### src/rtl/imem_loader.sv
// imem_loader: assembles a little-endian byte stream (16-bit word count header, then payload words)
// into 32-bit instruction-memory writes while stalling the core. Optional trailer: IMEM_LOADER_CHECKSUM_EN.
module imem_loader #(
  parameter int DEPTH  = 64,
  parameter int ADDR_W = 32
) (
  input  logic              clk_i,
  input  logic              rst_ni,
  input  logic              load_start_i,
  input  logic              byte_valid_i,
  input  logic [7:0]        byte_data_i,
  output logic              byte_ready_o,
  output logic              mem_we_o,
  output logic [ADDR_W-1:0] mem_addr_o,
  output logic [31:0]       mem_wdata_o,
  output logic              cpu_stall_o,
  output logic              done_o,
  output logic              error_o,
  output logic [15:0]       words_loaded_o
);

  typedef enum logic [2:0] {
    S_IDLE, S_HDR_LO, S_HDR_HI, S_LOAD, S_DONE, S_ERR
`ifdef IMEM_LOADER_CHECKSUM_EN
    , S_CHK
`endif
  } state_e;

  // State entered once the payload has been fully consumed.
`ifdef IMEM_LOADER_CHECKSUM_EN
  localparam state_e S_END = S_CHK;
`else
  localparam state_e S_END = S_DONE;
`endif

  localparam logic [16:0] DEPTH_L = 17'(DEPTH);

  state_e            state_q, state_d;
  logic [15:0]       n_q;
  logic [1:0]        idx_q;
  logic [23:0]       buf_q;
  logic [15:0]       words_q;
  logic              we_q;
  logic [ADDR_W-1:0] addr_q;
  logic [31:0]       wdata_q;
`ifdef IMEM_LOADER_CHECKSUM_EN
  logic [7:0]        csum_q;
`endif

  logic        start_ok, xfer, word_end, last_word;
  logic [15:0] hdr_n;

  assign start_ok  = load_start_i & ((state_q == S_IDLE) | (state_q == S_DONE) | (state_q == S_ERR));
  assign xfer      = byte_valid_i & byte_ready_o;
  assign hdr_n     = {byte_data_i, n_q[7:0]};
  assign word_end  = xfer & (state_q == S_LOAD) & (idx_q == 2'd3);
  assign last_word = ((words_q + 16'd1) == n_q);

  always_ff @(posedge clk_i or negedge rst_ni) begin
    if (!rst_ni) state_q <= S_IDLE;
    else         state_q <= state_d;
  end

  always_comb begin
    state_d = state_q;
    case (state_q)
      S_IDLE, S_DONE, S_ERR: if (start_ok) state_d = S_HDR_LO;
      S_HDR_LO: if (xfer) state_d = S_HDR_HI;
      S_HDR_HI: begin
        if (xfer) begin
          if (hdr_n == 16'd0)                 state_d = S_END;
          else if ({1'b0, hdr_n} > DEPTH_L)   state_d = S_ERR;
          else                                state_d = S_LOAD;
        end
      end
      S_LOAD: if (word_end && last_word) state_d = S_END;
`ifdef IMEM_LOADER_CHECKSUM_EN
      S_CHK: if (xfer) state_d = (byte_data_i == csum_q) ? S_DONE : S_ERR;
`endif
      default: state_d = S_IDLE;
    endcase
  end

  always_comb begin
    byte_ready_o = 1'b0;
    cpu_stall_o  = 1'b0;
    done_o       = 1'b0;
    error_o      = 1'b0;
    case (state_q)
      S_HDR_LO, S_HDR_HI, S_LOAD: begin
        byte_ready_o = 1'b1;
        cpu_stall_o  = 1'b1;
      end
`ifdef IMEM_LOADER_CHECKSUM_EN
      S_CHK: begin
        byte_ready_o = 1'b1;
        cpu_stall_o  = 1'b1;
      end
`endif
      S_DONE:  done_o  = 1'b1;
      S_ERR:   error_o = 1'b1;
      default: ;
    endcase
  end

  // The write is registered so mem_we lands one cycle after the 4th byte; lane 0 of the
  // next word can be accepted in that same cycle.
  always_ff @(posedge clk_i or negedge rst_ni) begin
    if (!rst_ni) begin
      n_q     <= '0;
      idx_q   <= '0;
      buf_q   <= '0;
      words_q <= '0;
      we_q    <= 1'b0;
      addr_q  <= '0;
      wdata_q <= '0;
`ifdef IMEM_LOADER_CHECKSUM_EN
      csum_q  <= '0;
`endif
    end else begin
      we_q <= 1'b0;
      if (start_ok) begin
        words_q <= '0;
        idx_q   <= '0;
`ifdef IMEM_LOADER_CHECKSUM_EN
        csum_q  <= '0;
`endif
      end
      if (xfer) begin
        case (state_q)
          S_HDR_LO: n_q[7:0]  <= byte_data_i;
          S_HDR_HI: n_q[15:8] <= byte_data_i;
          S_LOAD: begin
            idx_q <= idx_q + 2'd1;
`ifdef IMEM_LOADER_CHECKSUM_EN
            csum_q <= csum_q ^ byte_data_i;
`endif
            case (idx_q)
              2'd0: buf_q[7:0]   <= byte_data_i;
              2'd1: buf_q[15:8]  <= byte_data_i;
              2'd2: buf_q[23:16] <= byte_data_i;
              default: begin
                we_q    <= 1'b1;
                addr_q  <= ADDR_W'(words_q);
                wdata_q <= {byte_data_i, buf_q};
                words_q <= words_q + 16'd1;
              end
            endcase
          end
          default: ;
        endcase
      end
    end
  end

  assign mem_we_o       = we_q;
  assign mem_addr_o     = addr_q;
  assign mem_wdata_o    = wdata_q;
  assign words_loaded_o = words_q;

endmodule
### config.mk
export PLATFORM = sky130hd
export DESIGN_NAME = imem_loader
export DESIGN_NICKNAME = d
export VERILOG_FILES = /design/src/rtl/imem_loader.sv
export SDC_FILE = /design/constraint.sdc
export NUM_CORES = 1
export LEC_CHECK = 0
export CAP_MARGIN = 20
export CORE_MARGIN = 5
export CORE_UTILIZATION = 35
export DETAILED_ROUTE_END_ITERATION = 16
export GPL_TIMING_DRIVEN = 0
export PLACE_DENSITY = 0.59
export SETUP_SLACK_MARGIN = 0.4
export SYNTH_ARGS = -nofsm -noshare
export SYNTH_HDL_FRONTEND = slang
export SYNTH_SLANG_ARGS = --single-unit
### constraint.sdc
create_clock -name clk_i -period 3.1 [get_ports clk_i]
set_input_delay 0.775 -clock clk_i [delete_from_list [all_inputs] [get_ports clk_i]]
set_output_delay 0.775 -clock clk_i [all_outputs]
set_load 0.1 [all_outputs]
# == Yosys cells after proc, flatten, opt, wreduce, memory -nomap -nowiden ==
# Index checks and enable logic that the tools add are counted.
# word_totals
register_bits,110
inputBits,12
out_inout_bits,85
wordCells,68
# classes
add_sub_neg,2
muxes,20
magnitude_cmp,1
eq_ne,13
n_reduce_logical,14
n_bitwise,7
# ops
cell,count
2-to-1 mux 16 bit,4
2-to-1 mux 3 bit,6
"adder 16 x 1 -> 16 bit, second input constant",1
== test 16 bit,1
"greater-than comparator 16 x 7 -> 1 bit, second input constant",1
zero test 16 bit,1
one-hot mux 3 bit (4 select lines),1
AND reduction 3 bit,4
OR reduction 3 bit,3
"== test 3 x 2 -> 1 bit, second input constant",2
"== test 3 bit, second input constant",2
2-to-1 mux 1 bit,6
2-to-1 mux 2 bit,3
"inequality test 2 bit, second input constant",3
AND 1 bit,4
"== test 2 bit, second input constant",2
AND reduction 2 bit,2
AND reduction 4 bit,1
"== test 3 x 1 -> 1 bit, second input constant",1
zero test 3 bit,1
"adder 2 x 1 -> 2 bit, second input constant",1
"== test 2 x 1 -> 1 bit, second input constant",1
zero test 2 bit,1
"inequality test 2 x 1 -> 1 bit, second input constant",1
other kinds (3),4

# == Depth between registers and ports, before layout ==
# depth
depth_word,9
mapped_depth,10
ltp_nobuf,7

# == Worst setup path after synthesis ==
# No wires, ideal clock.
# synth_timing
kind,flip-flop to flip-flop
startpoint,"register words_q[1], in the netlist words_loaded_o[1]"
endpoint,register state_q[0]
required_ns,2.956
period_less_slack_ns,3.377
setup_time_ns,0.144
n_path_buf,2
setup_slack_ns,-0.277
stages_incl_launch_ff,10
arrival_ns,3.233
path_cell_list,dfrtp_1 ha_1 buf_2 inv_1 or4_1 clkbuf_1 or4b_1 a31o_2 a2111oi_4 a2111oi_0
# synth_between
elab_chain_cells,5
# synth_lines
item,line_no,rtl
start: declaration,42,logic [15:0] words_q;
start signal: assignment,146,words_q <= words_q + 16'd1;
adder 16 x 1 -> 16 bit,57,assign last_word = ((words_q + 16'd1) == n_q);
== test 16 bit,57,
logical AND 1 bit,76,S_LOAD: if (word_end && last_word) state_d = S_END;
inequality test 2 x 1 -> 1 bit (no source line),--,
AND reduction 4 bit (no source line),--,
end signal: assignment,61,else state_q <= state_d;
end: declaration,38,"state_e state_q, state_d;"
# No other way between the ends.
# A chain may end at the register's enable or synchronous reset.

# == Worst setup path after layout ==
# layout_timing
startpoint,"register words_q[10], in the netlist words_loaded_o[10]"
endpoint,register state_q[1]
# The elaborated chain is that of the path after synthesis.

==> Implementation_results.wiki <==
{| class="wikitable"
! Metric !! Value
|-
| Slew HR || 33.4%
|-
| Net count, final || 669
|-
| Hold WC Path Type || in -> async
|-
| Gr ovfl total || 0
|-
| Max-cap violations || 0
|-
| Number of distinct standard cells referenced by the synthesized netlist || 49
|-
| Post-route design area || 0.00681 mm2
|-
| Reported leakage power || 3.27 nW
|-
| Die footprint || 0.0174 mm2
|-
| Depth of the worst register-to-register path || 8
|-
| Final setup violation count || 0
|-
| Number of buffers on the longest clock path || 2
|-
| Share of cells above drive strength 1 || 19.5%
|-
| Final Util || 46.7%
|-
| Setup repair after global routing missed its margin || yes
|-
| Initial antenna violation count || 0
|-
| Number of synthesis warnings || 0
|-
| Area after detailed placement || 0.00639 mm2
|-
| Via count of the first global-routing pass || 4165
|-
| Die Span X || 132 um
|-
| Most common library cell in the layout ignoring fill and taps || nand2_1
|-
| Number of iterations in the first detailed-routing pass || 4
|-
| Critical R2R Capture || state_q[1]
|-
| Main combinational cell family by area after synthesis || simple AND/OR/NAND/NOR gates
|-
| Gate count of the mapped netlist || 537
|-
| Initial DRC count || 262
|-
| Die Y-Extent || 132 um
|-
| Filler Cell Count || 1383
|-
| Global-route usage over all layers || 15.7%
|-
| Clock transition at the register clock pins on the worst setup and hold paths after CTS || 70 ps
|-
| Starting Density || 35.7%
|-
| XOR/XNOR share of the synthesized area || 3.70%
|-
| Count of state elements after synthesis || 110
|-
| Wire length per cell after detailed routing || 16.1 um
|-
| Clock insertion delay at the later pin of the skew report || 350 ps
|-
| Startpoint class of the critical path || register
|-
| Largest net degree at the start of global routing || 60
|-
| Clock tree from TritonCTS || built
|-
| Inserted Clock Buffers || 9
|-
| Cell area after synthesis || 0.00521 mm2
|-
| Final critical-path share of the clock period || 89.3%
|-
| Tmin final || 2770 ps
|-
| Post-detail-place hpwl || 9.48 mm
|-
| Worst reg-to-reg setup slack || 330 ps
|-
| Routability congestion estimate || 0.860
|-
| Final setup skew || 10.5 ps
|-
| Worst ir drop on vdd || 0.788 mV
|-
| Data arrival time of the critical path || 2990 ps
|-
| Layout overhead on the synthesized area || 30.9%
|-
| Final routed wirelength across all metal layers || 13.5 mm
|-
| H-tree Lvls || 3
|-
| Count of antenna-violating nets left after detailed routing || 0
|-
| Most frequent cells in the layout || 172 x nand2_1, 98 x dfrtp_1, 62 x clkdlybuf4s50_1
|-
| Final hold violation count || 0
|-
| Number of buffers added on ports || 80
|-
| Asr flop ratio synth || 100%
|-
| Core region area || 0.0146 mm2
|-
| Mapped Avg Cell Area || 9.70 um2
|-
| Sink count of the clock tree || 110
|-
| Vias per Instance || 4.91
|-
| Remaining DRCs || 0
|-
| Power density relative to cell area || 1050 mW/mm2
|-
| Multiplexer share of the synthesized area || 8.84%
|-
| Adder-Cell Fraction of Synth Area || 1.44%
|-
| Data required, critical path || 3320 ps
|-
| Predominant post-synthesis flop cell || dfrtp_1
|-
| Reg area || 0.00279 mm2
|-
| Result of the run || finished, final reports clean
|-
| IO Pins || 97
|-
| # rows || 44
|-
| Compound-cell area share of the yosys netlist || 6.83%
|-
| Nature of the critical path endpoint || register
|-
| Cell at the root of the clock tree || clkbuf_16
|-
| Simple-gate area share of the yosys netlist || 20.7%
|-
| Pin slew with the least headroom to its limit || 997 ps
|-
| Number of synthesized flops with an enable pin || 0
|-
| Number of antenna repair diodes || 0
|-
| Area used by multi-input combinational logic || 0.00227 mm2
|-
| Final max-slew violation count || 0
|-
| Worst r2r src || words_loaded_o[10]
|-
| Wire length of the first global-routing pass || 22.2 mm
|-
| Proportion of synthesized chip area in sequential cells || 52.9%
|-
| CP Max Fanout || 8
|-
| Worst hold slack || 452 ps
|-
| WS Path Type || reg -> reg
|-
| Number of vias in the routed layout || 4125
|-
| Max Fclk || 361 MHz
|}
where the power goes:
part / internal (mW) / total, mW / switching [mW] / leakage [nW]
Combinational: 1.02 / 3.63 / 2.61 / 1.74
Clock: 0.637 / 1.17 / 0.535 / 0.141
Sequential: 1.96 / 2.32 / 0.358 / 1.39
metrics by stage:
| stage | power, mW | std cells | worst slack (ps) | TNS (ps) |
|---|---|---|---|---|
| global route | 7.48 | 840 | 260 | 0 |
| detailed placement | 5.95 | 817 | -497 | -13810 |
| floorplan | 5.08 | 552 | 267 | 0 |
| finish | 7.12 | 840 | 331 | 0 |
| global placement | 5.87 | 816 | -3710 | -342770 |
| CTS | 7.19 | 839 | 272 | 0 |
repair_timing:
| action | in CTS | in global routing |
|---|---|---|
| gates resized for setup | 39 | 24 |
| setup buffers | 6 | 1 |
| hold buffers | 0 | 0 |
| endpoints found under the setup margin | 74 | 44 |
| pin swaps | 6 | 2 |
sequential cells by signal (all words and copies together) (netlist names):
| register | cells |
|---|---|
| buf_q | 24 |
| idx_q | 2 |
| mem_addr_o | 16 |
| mem_wdata_o | 32 |
| mem_we_o | 1 |
| n_q | 16 |
| state_q | 3 |
| words_loaded_o | 16 |
cells in the mapped netlist (all sizes together) (6+ instances only):
master	number	share of area (%)
nand3	9	0.87
nor2	19	1.4
dfrtp	110	53
ha	6	1.4
nand4	8	1.2
nand2	172	12
xor2	10	1.7
xnor2	12	2.0
inv	10	0.72
buf	23	3.0
clkbuf	25	1.8
mux2	40	8.7
and3	6	0.72
a21oi	7	0.67
o21ai	24	2.3
critical path, stage by stage, from the launching register on:
cell       delay, ps
dfrtp_4          400
clkbuf_2         210
nand2_1           80
or4_4            550
buf_8            130
or4b_4           480
a31o_4           260
a2111oi_4        420
o22ai_1          110
kinds of logic (layout without fill, tap and decap cells):
kind of cell	count (synthesis)	in the layout
xor gates and xnor gates	22	22
muxes	41	41
other	1	16
adders and majority gates	6	6
and+or+nand+nor	245	245
buffers and inverters	58	162
AOI/OAI and AO/OA	54	54
DFF	110	110
worst max path at each step:
stage	from	slack, ps	depth (start not counted)	end
after floorplan	words_loaded_o[1]	270	9	state_q[0]
after global routing	words_loaded_o[7]	260	8	state_q[1]
after detailed placement	byte_valid_i	-500	9	mem_wdata_o[31]
after CTS	words_loaded_o[1]	270	9	state_q[1]
final	words_loaded_o[10]	330	8	state_q[1]
after global placement	rst_ni	-3710	1	words_loaded_o[7]
final cells by class:
class | instances | area share, %
plain buffers | 48 | 4.50
clock buffers | 11 | 3.42
clock inverters | 5 | 0.937
inverters | 10 | 0.588
multi-input cells | 384 | 33.3
flip-flops and latches | 110 | 41.0
well taps | 184 | 3.38
repair buffers | 88 | 12.9
routing by layer:
metal,vias to the layer above,wire length [um],GRT usage [%]
met2,135,6370,24.3
met1,1987,6050,20.9
met4,0,233,5.37
met3,18,870,4.73
li1,1985,-,-
met5,-,0,0
Note: power is estimated with default switching activity, not from simulation.
